===== config.mk =====
export PLATFORM = sky130hd
export DESIGN_NAME = decoder_8b10b
export DESIGN_NICKNAME = d
export VERILOG_FILES = /design/src/rtl/decoder_8b10b.sv
export SDC_FILE = /design/constraint.sdc
export NUM_CORES = 1
export LEC_CHECK = 0
export ABC_CLOCK_PERIOD_IN_PS = 3850
export CAP_MARGIN = 20
export CORE_ASPECT_RATIO = 1.25
export CORE_MARGIN = 8
export CORE_UTILIZATION = 52
export DETAILED_ROUTE_END_ITERATION = 6
export PLACE_DENSITY = 0.83
export SKIP_LAST_GASP = 1
export SLEW_MARGIN = 40
export SYNTH_ARGS = -nofsm -noshare
export SYNTH_HDL_FRONTEND = slang
export SYNTH_SLANG_ARGS = --single-unit
export TNS_END_PERCENT = 20

===== constraint.sdc =====
create_clock -name clk -period 3.85 [get_ports clk]
set_clock_uncertainty 0.15 [all_clocks]
set_input_delay 0.77 -clock clk [delete_from_list [all_inputs] [get_ports clk]]
set_output_delay 0.77 -clock clk [all_outputs]
set_load 0.02 [all_outputs]

===== src/rtl/decoder_8b10b.sv =====
// Receive-side 8b/10b decoder: 5b/6b + 3b/4b table decode, running-disparity
// tracking, code/disparity error flags and a comma-driven sync state machine.
module decoder_8b10b #(
    parameter int unsigned ERR_LIM   = 4,
    parameter int unsigned ERR_CNT_W = 8
) (
    input  logic                 clk,
    input  logic                 rst,
    input  logic                 enb,
    input  logic [9:0]           entradas,
    output logic [7:0]           salidas,
    output logic                 K,
    output logic                 valido,
    output logic                 errCodigo,
    output logic                 errDisparidad,
    output logic                 rd,
    output logic                 sincronizado,
    output logic [ERR_CNT_W-1:0] cuentaErr
);
    localparam int unsigned CONS_W = 4;
    localparam logic [9:0] COMMA_N = 10'b0011111010;
    localparam logic [9:0] COMMA_P = 10'b1100000101;

    typedef enum logic {DESINC = 1'b0, SINC = 1'b1} state_t;

    state_t              state_q, state_d;
    logic [CONS_W-1:0]   cons_q, cons_d;
    logic [ERR_CNT_W-1:0] cnt_d;
    logic [7:0]          salidas_d;
    logic                k_d, valido_d, errc_d, errd_d, rd_d;

    logic [5:0] s6;
    logic [3:0] s4, c4;
    logic [4:0] x;
    logic [2:0] y4, ky;
    logic       v6, k28, v4, p7, a7, vk;
    logic       grp_lo, grp_hi, grp_k;
    logic       code_ok, dec_k;
    logic [7:0] dec_byte;
    logic [2:0] ones6, ones4;
    logic       e6, e4, rd1, rd2, disp_err;
    logic       comma, sym_err;

    assign s6    = entradas[9:4];
    assign s4    = entradas[3:0];
    assign ones6 = 3'($countones(s6));
    assign ones4 = 3'($countones(s4));
    assign comma = (entradas == COMMA_N) || (entradas == COMMA_P);
    // K28 neutral 3b/4b forms depend on the 6b polarity; fold the RD+ form onto RD-.
    assign c4    = (s6 == 6'b110000) ? ~s4 : s4;

    // 5b/6b decode, both polarities
    always_comb begin : dec6
        x   = 5'd0;
        v6  = 1'b1;
        k28 = 1'b0;
        case (s6)
            6'b100111, 6'b011000: x = 5'd0;
            6'b011101, 6'b100010: x = 5'd1;
            6'b101101, 6'b010010: x = 5'd2;
            6'b110001:            x = 5'd3;
            6'b110101, 6'b001010: x = 5'd4;
            6'b101001:            x = 5'd5;
            6'b011001:            x = 5'd6;
            6'b111000, 6'b000111: x = 5'd7;
            6'b111001, 6'b000110: x = 5'd8;
            6'b100101:            x = 5'd9;
            6'b010101:            x = 5'd10;
            6'b110100:            x = 5'd11;
            6'b001101:            x = 5'd12;
            6'b101100:            x = 5'd13;
            6'b011100:            x = 5'd14;
            6'b010111, 6'b101000: x = 5'd15;
            6'b011011, 6'b100100: x = 5'd16;
            6'b100011:            x = 5'd17;
            6'b010011:            x = 5'd18;
            6'b110010:            x = 5'd19;
            6'b001011:            x = 5'd20;
            6'b101010:            x = 5'd21;
            6'b011010:            x = 5'd22;
            6'b111010, 6'b000101: x = 5'd23;
            6'b110011, 6'b001100: x = 5'd24;
            6'b100110:            x = 5'd25;
            6'b010110:            x = 5'd26;
            6'b110110, 6'b001001: x = 5'd27;
            6'b001110:            x = 5'd28;
            6'b101110, 6'b010001: x = 5'd29;
            6'b011110, 6'b100001: x = 5'd30;
            6'b101011, 6'b010100: x = 5'd31;
            6'b001111, 6'b110000: begin x = 5'd28; k28 = 1'b1; end
            default:              v6 = 1'b0;
        endcase
    end

    // 3b/4b decode for data symbols
    always_comb begin : dec4
        y4 = 3'd0;
        v4 = 1'b1;
        p7 = 1'b0;
        a7 = 1'b0;
        case (s4)
            4'b1011, 4'b0100: y4 = 3'd0;
            4'b1001:          y4 = 3'd1;
            4'b0101:          y4 = 3'd2;
            4'b1100, 4'b0011: y4 = 3'd3;
            4'b1101, 4'b0010: y4 = 3'd4;
            4'b1010:          y4 = 3'd5;
            4'b0110:          y4 = 3'd6;
            4'b1110, 4'b0001: begin y4 = 3'd7; p7 = 1'b1; end
            4'b0111, 4'b1000: begin y4 = 3'd7; a7 = 1'b1; end
            default:          v4 = 1'b0;
        endcase
    end

    // 3b/4b decode following a K28 6b sub-block
    always_comb begin : deck
        ky = 3'd0;
        vk = 1'b1;
        case (c4)
            4'b0100, 4'b1011: ky = 3'd0;
            4'b1001:          ky = 3'd1;
            4'b0101:          ky = 3'd2;
            4'b0011, 4'b1100: ky = 3'd3;
            4'b0010, 4'b1101: ky = 3'd4;
            4'b1010:          ky = 3'd5;
            4'b0110:          ky = 3'd6;
            4'b1000, 4'b0111: ky = 3'd7;
            default:          vk = 1'b0;
        endcase
    end

    // Pair legality: A7/P7 choice is tied to the 6b group, A7 on x=23/27/29/30 means K
    always_comb begin : pairing
        grp_lo   = (x == 5'd17) || (x == 5'd18) || (x == 5'd20);
        grp_hi   = (x == 5'd11) || (x == 5'd13) || (x == 5'd14);
        grp_k    = (x == 5'd23) || (x == 5'd27) || (x == 5'd29) || (x == 5'd30);
        code_ok  = 1'b0;
        dec_byte = 8'h00;
        dec_k    = 1'b0;
        if (k28) begin
            code_ok  = vk;
            dec_byte = {ky, 5'd28};
            dec_k    = 1'b1;
        end else if (v6 && v4) begin
            if (p7) begin
                code_ok = grp_lo ? (s4 == 4'b0001) : (grp_hi ? (s4 == 4'b1110) : 1'b1);
            end else if (a7) begin
                code_ok = grp_lo ? (s4 == 4'b0111) : (grp_hi ? (s4 == 4'b1000) : grp_k);
            end else begin
                code_ok = 1'b1;
            end
            dec_byte = {y4, x};
            dec_k    = a7 && grp_k;
        end
        if (!code_ok) begin
            dec_byte = 8'h00;
            dec_k    = 1'b0;
        end
    end

    // Per-sub-block running disparity; sub-blocks beyond +/-2 leave rd alone
    always_comb begin : disparity
        e6  = 1'b0;
        rd1 = rd;
        if (ones6 == 3'd4)          begin e6 = rd;  rd1 = 1'b1; end
        else if (ones6 == 3'd2)     begin e6 = ~rd; rd1 = 1'b0; end
        else if (s6 == 6'b111000)   begin e6 = rd;  rd1 = 1'b0; end
        else if (s6 == 6'b000111)   begin e6 = ~rd; rd1 = 1'b1; end
        e4  = 1'b0;
        rd2 = rd1;
        if (ones4 == 3'd3)          begin e4 = rd1;  rd2 = 1'b1; end
        else if (ones4 == 3'd1)     begin e4 = ~rd1; rd2 = 1'b0; end
        else if (s4 == 4'b1100)     begin e4 = rd1;  rd2 = 1'b0; end
        else if (s4 == 4'b0011)     begin e4 = ~rd1; rd2 = 1'b1; end
        disp_err = e6 | e4;
    end

    // Sync FSM and next values of all output registers
    always_comb begin : fsm
        state_d   = state_q;
        cons_d    = cons_q;
        cnt_d     = cuentaErr;
        salidas_d = salidas;
        k_d       = K;
        rd_d      = rd;
        valido_d  = 1'b0;
        errc_d    = 1'b0;
        errd_d    = 1'b0;
        sym_err   = 1'b0;
        if (enb) begin
            salidas_d = dec_byte;
            k_d       = dec_k;
            errc_d    = ~code_ok;
            errd_d    = disp_err;
            sym_err   = ~code_ok | disp_err;
            if (code_ok) rd_d = rd2;
            case (state_q)
                DESINC: begin
                    if (comma) begin
                        state_d  = SINC;
                        cons_d   = '0;
                        valido_d = 1'b1;
                        errd_d   = 1'b0;
                    end
                end
                SINC: begin
                    valido_d = 1'b1;
                    if (sym_err) begin
                        if (cuentaErr != '1) cnt_d = cuentaErr + ERR_CNT_W'(1);
                        if ((cons_q + CONS_W'(1)) == CONS_W'(ERR_LIM)) begin
                            state_d  = DESINC;
                            valido_d = 1'b0;
                            cons_d   = '0;
                        end else begin
                            cons_d = cons_q + CONS_W'(1);
                        end
                    end else begin
                        cons_d = '0;
                    end
                end
                default: state_d = DESINC;
            endcase
        end
    end

    always_ff @(posedge clk) begin
        if (rst) begin
            state_q       <= DESINC;
            cons_q        <= '0;
            cuentaErr     <= '0;
            salidas       <= 8'h00;
            K             <= 1'b0;
            valido        <= 1'b0;
            errCodigo     <= 1'b0;
            errDisparidad <= 1'b0;
            rd            <= 1'b0;
            sincronizado  <= 1'b0;
        end else begin
            state_q       <= state_d;
            cons_q        <= cons_d;
            cuentaErr     <= cnt_d;
            salidas       <= salidas_d;
            K             <= k_d;
            valido        <= valido_d;
            errCodigo     <= errc_d;
            errDisparidad <= errd_d;
            rd            <= rd_d;
            sincronizado  <= (state_d == SINC);
        end
    end
endmodule


==> results of run 1 <==
[layer usage]
layer / track usage / routed length [um] / vias up
met3: 0.02632 / 366 / 27
met1: 0.2184 / 3501 / 1622
met2: 0.3935 / 4729 / 101
met4: 0.1027 / 280 / 0
li1: - / - / 1703
met5: 0 / 0 / -
[critical path, delay by kind of cell]
family                     cells  cell delay [ns]
buffers and inverters          4             0.40
AOI/OAI and AO/OA              7             1.33
muxes                          1             0.26
adders and majority gates      4             1.57
[path summary, 6_finish.rpt]
check | start | end | slack [ns] | cells after the start
worst min register to register | salidas[7] | salidas[7] | 0.33 | 2
worst max register to register | rd | cuentaErr[6] | 1.18 | 10
worst min-delay path | salidas[7] | salidas[7] | 0.33 | 2
worst max-delay path | entradas[7] | cuentaErr[6] | -0.45 | 16
[cells by family after synthesis]
group / after synthesis / synth area share
AND/OR/NAND/NOR: 191 / 0.3482
AO/OA/AOI/OAI: 119 / 0.2727
multiplexers: 8 / 0.02901
flip-flops: 26 / 0.1653
buffers and inverters: 53 / 0.09261
adder cells (fa/ha/maj): 18 / 0.08108
XOR/XNOR: 4 / 0.01113
[layout make-up]
type                       instances  area [um2]  area share
inverter                          22       82.58     0.02012
clock buffer                       3       41.29     0.01006
timing repair buffer             113       944.7      0.2302
multi-input combinational        341        2432      0.5927
tap                               66       82.58     0.02012
sequential                        26       520.5      0.1268
[power by group through the flow]
| stage | clock network (W) | logic [W] | registers (W) |
|---|---|---|---|
| 2_1_floorplan | 0 | 0.000247 | 0.000291 |
| 3_3_place_gp | 0 | 0.000382 | 0.000284 |
| 3_5_place_dp | 0 | 0.000400 | 0.000285 |
| 4_1_cts | 0.000150 | 0.000426 | 0.000278 |
| 5_1_grt | 0.000160 | 0.000495 | 0.000279 |
| 6_report | 0.000151 | 0.000453 | 0.000278 |
[placed cells by master (no fill, tap or decap), types with 3 or more instances in the layout]
cell type / netlist / routed
buf_4: 6 / 77
nand2_1: 39 / 39
nor2_1: 38 / 37
a21oi_1: 34 / 33
clkdlybuf4s50_1: 0 / 31
dfxtp_1: 26 / 26
inv_1: 22 / 21
nand3_1: 20 / 20
o21ai_0: 19 / 19
nand2b_1: 18 / 18
ha_1: 14 / 13
nor2b_1: 10 / 10
and3_1: 9 / 8
nand4_1: 7 / 7
and3b_1: 6 / 6
a211oi_1: 6 / 6
a21o_1: 5 / 5
and2_1: 6 / 5
nor3b_1: 5 / 5
nand3b_1: 4 / 4
o21a_1: 4 / 4
nor4_1: 4 / 4
o31ai_1: 4 / 4
xor2_1: 3 / 3
a22oi_1: 3 / 3
nand4b_1: 3 / 3
o22ai_1: 3 / 3
nor3_1: 3 / 3
mux2_4: 1 / 3
fa_1: 4 / 3
clkbuf_8: 0 / 3
[timing repair]
action | in CTS | in global routing
pin swaps | 8 | 12
endpoints found under the setup margin | 26 | 25
gates resized for setup | 20 | 9
cloned | 1 | 0
setup buffers | 2 | 3
[through the flow]
step / hold slack, ns / utilization / cell area (um2) / instances
floorplan: 0.3197 / - / 3156 / 419
global placement: 0.3039 / 0.6768 / 3938 / 562
detailed placement: 0.3128 / 0.6768 / 3938 / 562
CTS: 0.3262 / 0.6944 / 4040 / 568
global route: 0.3466 / 0.7054 / 4104 / 571
finish: 0.3254 / 0.7054 / 4104 / 571
==> results.py, run 1 <==
metrics = {
    "status": {
        "outcome": "finished with violations",
        "failed_checks": "negative setup slack",
    },
    "yosys": {
        "syn_inst": 419,
        "yosysTopAreaCellShare": 0.1653,
        "ys_top_cells_by_area": "dfxtp_1 (17%), ha_1 (5.6%), a21oi_1 (5.4%)",
        "ys_ff_latch": 26,
        "seq_area_frac_synth": 0.1653,
        "ys_async_sr_fraction": 0,
        "yosys-top-cells-count": "nand2_1 (39), nor2_1 (38), a21oi_1 (34)",
        "synth_area_mm2": 0.003148,
        "synth_flop_cell": "dfxtp_1",
        "synth_nets": 450,
        "syn_avg_cell_area_um2": 7.513,
        "yosysWarnings": 0,
        "yosysTopAreaCell": "dfxtp_1",
        "synth.most_common_cell": "nand2_1",
        "synth_edf_count": 0,
        "yosysUniqueCellTypes": 81,
    },
    "pwr": {
        "p_leak_nw": 1.712,
        "p_sw_w": 0.0003227,
        "clockPowerShare": 0.171,
        "swShare": 0.3658,
        "powerDensity_mw_per_mm2": 214.9,
        "ir_worst_vdd_uv": 150.9,
        "internal-power_w": 0.0005594,
        "total_power_w": 0.0008821,
        "seqPwrFrac": 0.315,
        "power_frac_comb": 0.514,
    },
    "worst_setup_path": {
        "worstSetupPathType": "input port to flip-flop",
        "end_kind": "flip-flop",
        "crit_fanout": 4,
        "cp_common_cell": "fa_1",
        "cp.required_ns": 3.87,
        "arrival_ns": 4.31,
        "cp_slowest_cell": "fa_1",
        "path_cells": "buf_8, fa_1, inv_1, fa_1, inv_2, ha_4, fa_2, a2bb2oi_2, o32a_1, mux2i_1, o211ai_1, a31oi_2, buf_4, a21boi_4, a31o_2, o211a_1",
        "crit_path_start_kind": "input port",
        "slowest_delay_ns": 0.53,
    },
    "sta": {
        "relSlewSlack": 0.6776,
        "finalCritPeriodShare": 1.116,
        "setup_slack_ns": -0.4460,
        "finalSetupTns_ns": -5.459,
        "slew_violations": 0,
        "period_minus_slack_ns": 4.296,
        "grt_setup_unrepaired": "true",
        "worst_slew_pin_slew_ns": 0.4783,
        "hold_violations": 0,
        "fmax_mhz": 232.8,
        "setup_viol": 21,
    },
    "grt": {
        "grt_overflow": 0,
        "grt_usage": 0.2067,
        "antenna_found_initial": 0,
        "grt_pass1_wl_um": 15320,
        "grt_max_degree": 38,
        "grt_pass1_vias": 3536,
    },
    "floorplanning": {
        "start_util": 0.5411,
        "ios": 35,
        "die_h_um": 103.0,
        "rows": 31,
        "core_region_area_mm2": 0.005818,
        "die-area_mm2": 0.008815,
        "chipWidth_um": 85.59,
    },
    "cts": {
        "htreeDepth": 1,
        "cts_tree": "done",
        "cts.path.max_buffers": 2,
        "cts.sinks": 26,
        "cts_buffers": 3,
        "clock_latency_ns": 0.27,
        "clk_pin_slew_ns": 0.08,
        "cts_hold_buf": 0,
        "cts_root_buffer": "clkbuf_8",
    },
    "cells_and_area": {
        "area_growth_pct": 30.37,
        "fill_cells": 482,
        "drive_above_1_share": 0.2337,
        "largestRegisters": "cuentaErr: 8 flops, salidas: 8 flops, cons_q: 4 flops",
        "nNetsFinal": 538,
        "num_antenna_cells": 0,
    },
    "placement": {
        "port_buffers": 34,
        "dpl.hpwl_um": 6699,
        "pre_cts_slack_ns": -1.072,
        "gp_congestion": 0.9251,
    },
    "detailed_routing": {
        "routedWlPerCell_um": 15.55,
        "viasPerCell": 6.047,
        "vias": 3453,
        "drcViolationCount": 0,
        "detail-route-antenna-nets": 0,
        "dr.pass1.iters": 5,
        "drt_iter0_drc": 164,
        "wirelength_um": 8878,
    },
    "worst_hold_path": {
        "hold_class": "flip-flop to flip-flop",
    },
    "flow_run": {
        "drv_cap": 0,
    },
}
(Power assumes the default switching activity.)
==> inputs of run 2 (changes only) <==
--- a/config.mk
+++ b/config.mk
@@ -6,11 +6,11 @@
 export NUM_CORES = 1
 export LEC_CHECK = 0
-export ABC_CLOCK_PERIOD_IN_PS = 3850
+export ABC_CLOCK_PERIOD_IN_PS = 5500
 export CAP_MARGIN = 20
 export CORE_ASPECT_RATIO = 1.25
 export CORE_MARGIN = 8
-export CORE_UTILIZATION = 52
+export CORE_UTILIZATION = 59
 export DETAILED_ROUTE_END_ITERATION = 6
-export PLACE_DENSITY = 0.83
+export PLACE_DENSITY = 0.88
 export SKIP_LAST_GASP = 1
 export SLEW_MARGIN = 40
==> constraint.sdc (replaced) <==
create_clock -name clk -period 5.5 [get_ports clk]
set_clock_uncertainty 0.15 [all_clocks]
set_input_delay 1.1 -clock clk [delete_from_list [all_inputs] [get_ports clk]]
set_output_delay 1.1 -clock clk [all_outputs]
set_load 0.01 [all_outputs]
==> results.py, run 2 (same netlist as run 1, synthesis figures left out) <==
metrics = {
    "grt": {
        "grt_max_degree": 38,
        "grt_overflow": 0,
        "antenna_found_initial": 0,
        "grt_usage": 0.1976,
        "grt_pass1_wl_um": 13210,
        "grt_pass1_vias": 2891,
    },
    "sta": {
        "grt_setup_unrepaired": "false",
        "worst_slew_pin_slew_ns": 0.7373,
        "hold_violations": 0,
        "hold_ws_ns": 0.3219,
        "finalCritPeriodShare": 0.9355,
        "finalSetupTns_ns": 0,
        "setup_viol": 0,
        "slew_violations": 0,
        "period_minus_slack_ns": 5.145,
        "fmax_mhz": 194.4,
        "relSlewSlack": 0.5069,
    },
    "floorplanning": {
        "core_region_area_mm2": 0.005116,
        "chipWidth_um": 81.34,
        "rows": 29,
        "ios": 35,
        "die_h_um": 97.67,
        "start_util": 0.6153,
        "die-area_mm2": 0.007944,
    },
    "cts": {
        "ctsResizeCount": 0,
        "htreeDepth": 1,
        "cts.path.max_buffers": 2,
        "cts_hold_buf": 0,
        "clock_latency_ns": 0.27,
        "cts_root_buffer": "clkbuf_8",
        "cts.sinks": 26,
        "cts_setup_buffers": 0,
        "cts_buffers": 3,
        "clk_pin_slew_ns": 0.10,
        "cts_tree": "done",
    },
    "detailed_routing": {
        "routedWlPerCell_um": 16.22,
        "vias": 3158,
        "viasPerCell": 6.380,
        "detail-route-antenna-nets": 0,
        "drcViolationCount": 0,
        "drt_iter0_drc": 208,
        "dr.pass1.iters": 5,
        "wirelength_um": 8028,
    },
    "pwr": {
        "ir_worst_vdd_uv": 114.3,
        "p_leak_nw": 1.370,
        "powerDensity_mw_per_mm2": 168.0,
        "total_power_w": 0.0005860,
    },
    "worst_setup_path": {
        "crit_fanout": 12,
        "r2r-end": "cuentaErr[5]",
        "rr_startpoint": "rd",
        "arrival_ns": 5.17,
        "reg2regPathDepth": 9,
        "crit_path_start_kind": "input port",
        "cp.required_ns": 5.52,
        "rrSetupSlack_ns": 2.89,
        "end_kind": "flip-flop",
        "worstSetupPathType": "input port to flip-flop",
    },
    "worst_hold_path": {
        "hold_class": "flip-flop to flip-flop",
        "hold_path_depth": 2,
        "worstHoldStart": "K",
        "min_to": "K",
    },
    "placement": {
        "port_buffers": 34,
        "gp_congestion": 0.9217,
        "dpl.hpwl_um": 5963,
    },
    "flow_run": {
        "drv_cap": 0,
    },
    "cells_and_area": {
        "final_cell_mix": "nand2_1 (39), nor2_1 (38), a21oi_1 (34)",
        "fill_cells": 438,
        "multiInputGateArea_mm2": 0.002336,
        "drive_above_1_share": 0.07390,
        "area_growth_pct": 10.81,
        "final_common_cell": "nand2_1",
        "nNetsFinal": 465,
        "largestRegisters": "cuentaErr: 8 flops, salidas: 8 flops, cons_q: 4 flops",
        "regArea_um2": 520.5,
        "num_antenna_cells": 0,
    },
    "status": {
        "outcome": "finished, final reports clean",
    },
}
==> run 2: per-stage QoR <==
step	setup WS (ns)	utilization	instances	area (um2)
final	0.3547	0.6818	495	3488
after global routing	0.1931	0.6818	495	3488
after CTS	0.4083	0.6818	495	3488
after floorplan	0.9749	-	419	3148
after detailed placement	0.09517	0.6679	491	3417
after global placement	0.2483	0.6689	491	3422
==> run 2: final cells by class <==
cell class	count	area share
repair buffers	41	0.1148
well taps	62	0.02224
flip-flops and latches	26	0.1492
inverters	22	0.02367
clock inverters	1	0.008608
multi-input cells	340	0.6697
clock buffers	3	0.01184
==> run 2: worst max-delay path by stage <==
stage	depth (start not counted)	slack [ns]	from	end
after global placement	15	0.25	entradas[4]	cuentaErr[5]
after detailed placement	15	0.1	entradas[4]	cuentaErr[5]
after floorplan	15	0.97	entradas[4]	cuentaErr[5]
final	15	0.35	entradas[4]	cuentaErr[5]
after CTS	15	0.41	entradas[4]	cuentaErr[5]
after global routing	15	0.19	entradas[4]	cuentaErr[5]
==> run 2: where the power goes <==
| group | internal, W | switching [W] |
|---|---|---|
| clock | 0.0000974 | 0.0000628 |
| combinational | 0.0000936 | 0.000138 |
| sequential | 0.000192 | 0.00000234 |
| total | 0.000383 | 0.000203 |
==> run 2: per-layer routing <==
layer	global-route usage	vias up	share of wire
li1	-	1561	-
met1	0.2458	1468	0.43
met2	0.3376	113	0.49
met3	0.01852	16	0.056
met4	0.06483	0	0.021
met5	0	-	0
==> run 2: worst max-delay path, cell delays in order <==
cell,delay (ns)
clkdlybuf4s50_1,0.49
fa_1,0.57
inv_1,0.05
fa_1,0.47
inv_1,0.04
ha_1,0.18
fa_1,0.41
nor2_1,0.22
o21a_1,0.14
a21oi_1,0.03
o211ai_1,0.32
a31oi_1,0.12
a21boi_2,0.44
and3_4,0.28
mux2_4,0.29
==> inputs of run 3 (changes only) <==
CORE_ASPECT_RATIO = not set   (was 1.25)
==> results.py, run 3 (same netlist as run 1, synthesis figures left out) <==
metrics = {
    "placement": {
        "dpl.hpwl_um": 5640,
        "pre_cts_slack_ns": 0.06260,
        "port_buffers": 34,
        "gp_congestion": 0.9497,
    },
    "cells_and_area": {
        "fill_cells": 450,
        "drive_above_1_share": 0.07176,
        "area_growth_pct": 10.49,
        "largestRegisters": "cuentaErr: 8 flops, salidas: 8 flops, cons_q: 4 flops",
        "num_antenna_cells": 0,
        "final_common_cell": "nand2_1",
        "nNetsFinal": 464,
        "final_cell_mix": "nand2_1 (39), nor2_1 (38), a21oi_1 (34)",
    },
    "cts": {
        "cts.path.max_buffers": 2,
        "cts_root_buffer": "clkbuf_8",
        "clock_latency_ns": 0.28,
        "cts.sinks": 26,
        "cts_tree": "done",
        "htreeDepth": 1,
        "cts_setup_buffers": 0,
        "clk_pin_slew_ns": 0.10,
        "cts_buffers": 3,
        "cts_hold_buf": 0,
        "ctsResizeCount": 0,
    },
    "worst_setup_path": {
        "worstSetupPathType": "input port to flip-flop",
        "end_kind": "flip-flop",
        "arrival_ns": 5.17,
        "crit_path_start_kind": "input port",
        "cp_common_cell": "fa_1",
        "crit_fanout": 12,
        "path_cells": "clkdlybuf4s50_1, fa_1, inv_1, fa_1, inv_1, ha_1, fa_1, nor2_1, o21a_1, a21oi_1, o211ai_1, a31oi_1, a21boi_2, and3_4, mux2_4",
        "cp_slowest_cell": "fa_1",
        "rrSetupSlack_ns": 2.86,
        "slowest_delay_ns": 0.58,
        "cp.required_ns": 5.53,
    },
    "pwr": {
        "powerDensity_mw_per_mm2": 167.3,
        "ir_worst_vdd_uv": 94.49,
        "p_leak_nw": 1.361,
    },
    "floorplanning": {
        "chipWidth_um": 89.05,
        "start_util": 0.6125,
        "ios": 35,
        "die_h_um": 89.05,
        "rows": 26,
        "core_region_area_mm2": 0.005140,
        "die-area_mm2": 0.007929,
    },
    "detailed_routing": {
        "vias": 3213,
        "routedWlPerCell_um": 15.15,
        "drcViolationCount": 0,
        "dr.pass1.iters": 5,
        "drt_iter0_drc": 301,
        "viasPerCell": 6.400,
        "detail-route-antenna-nets": 0,
        "wirelength_um": 7607,
    },
    "grt": {
        "grt_usage": 0.2021,
        "grt_pass1_wl_um": 13290,
        "grt_overflow": 0,
        "grt_max_degree": 38,
        "antenna_found_initial": 0,
        "grt_pass1_vias": 2957,
    },
    "sta": {
        "setup_slack_ns": 0.3601,
        "finalCritPeriodShare": 0.9345,
        "slew_violations": 0,
        "setup_viol": 0,
        "relSlewSlack": 0.5389,
        "period_minus_slack_ns": 5.140,
        "hold_ws_ns": 0.3268,
        "worst_slew_pin_slew_ns": 0.6895,
        "finalSetupTns_ns": 0,
        "hold_violations": 0,
        "fmax_mhz": 194.6,
        "grt_setup_unrepaired": "false",
    },
    "status": {
        "outcome": "finished, final reports clean",
    },
    "worst_hold_path": {
        "hold_class": "flip-flop to flip-flop",
    },
    "flow_run": {
        "drv_cap": 0,
    },
}
## run 3: power by group
| group | switching, W | internal (W) |
|---|---|---|
| Sequential | 0.00000264 | 0.000192 |
| Combinational | 0.000133 | 0.0000904 |
| Clock | 0.0000658 | 0.0000976 |
| Total | 0.000202 | 0.000380 |
## run 3: worst max-delay path, delay by kind of cell
family          cells  cell delay (ns)
fa+ha+maj           4             1.62
simple gates        2             0.48
mux                 1             0.29
buf+inv             3             0.60
compound gates      5             1.08
## run 3: layout make-up
cell class / count / area (um2) / area share
repair buffers: 40 / 380.4 / 0.1094
well taps: 70 / 87.58 / 0.02518
flip-flops and latches: 26 / 520.5 / 0.1496
clock buffers: 3 / 41.29 / 0.01187
multi-input cells: 340 / 2336 / 0.6716
clock inverters: 1 / 30.03 / 0.008633
inverters: 22 / 82.58 / 0.02374
## run 3: path summary, 6_finish.rpt
check / to / cells after the start / startpoint
setup / recovery: cuentaErr[5] / 15 / entradas[4]
setup reg to reg: cuentaErr[2] / 9 / rd
hold / removal: salidas[1] / 2 / salidas[1]
hold reg to reg: salidas[1] / 2 / salidas[1]
## run 3: layer usage
layer | track usage | wire (um) | vias up
li1 | - | - | 1567
met1 | 0.2556 | 3290 | 1508
met2 | 0.3389 | 3653 | 113
met3 | 0.03309 | 477 | 25
met4 | 0.06647 | 185 | 0
met5 | 0 | 0 | -
## run 3: per-stage QoR
stage	instances	power (W)	util	area, um2
2_1_floorplan	419	0.0003716	-	3148
3_3_place_gp	498	0.0004130	0.6638	3412
3_5_place_dp	498	0.0004193	0.6629	3407
4_1_cts	502	0.0005819	0.6767	3478
6_report	502	0.0005820	0.6767	3478
5_1_grt	502	0.0006223	0.6767	3478
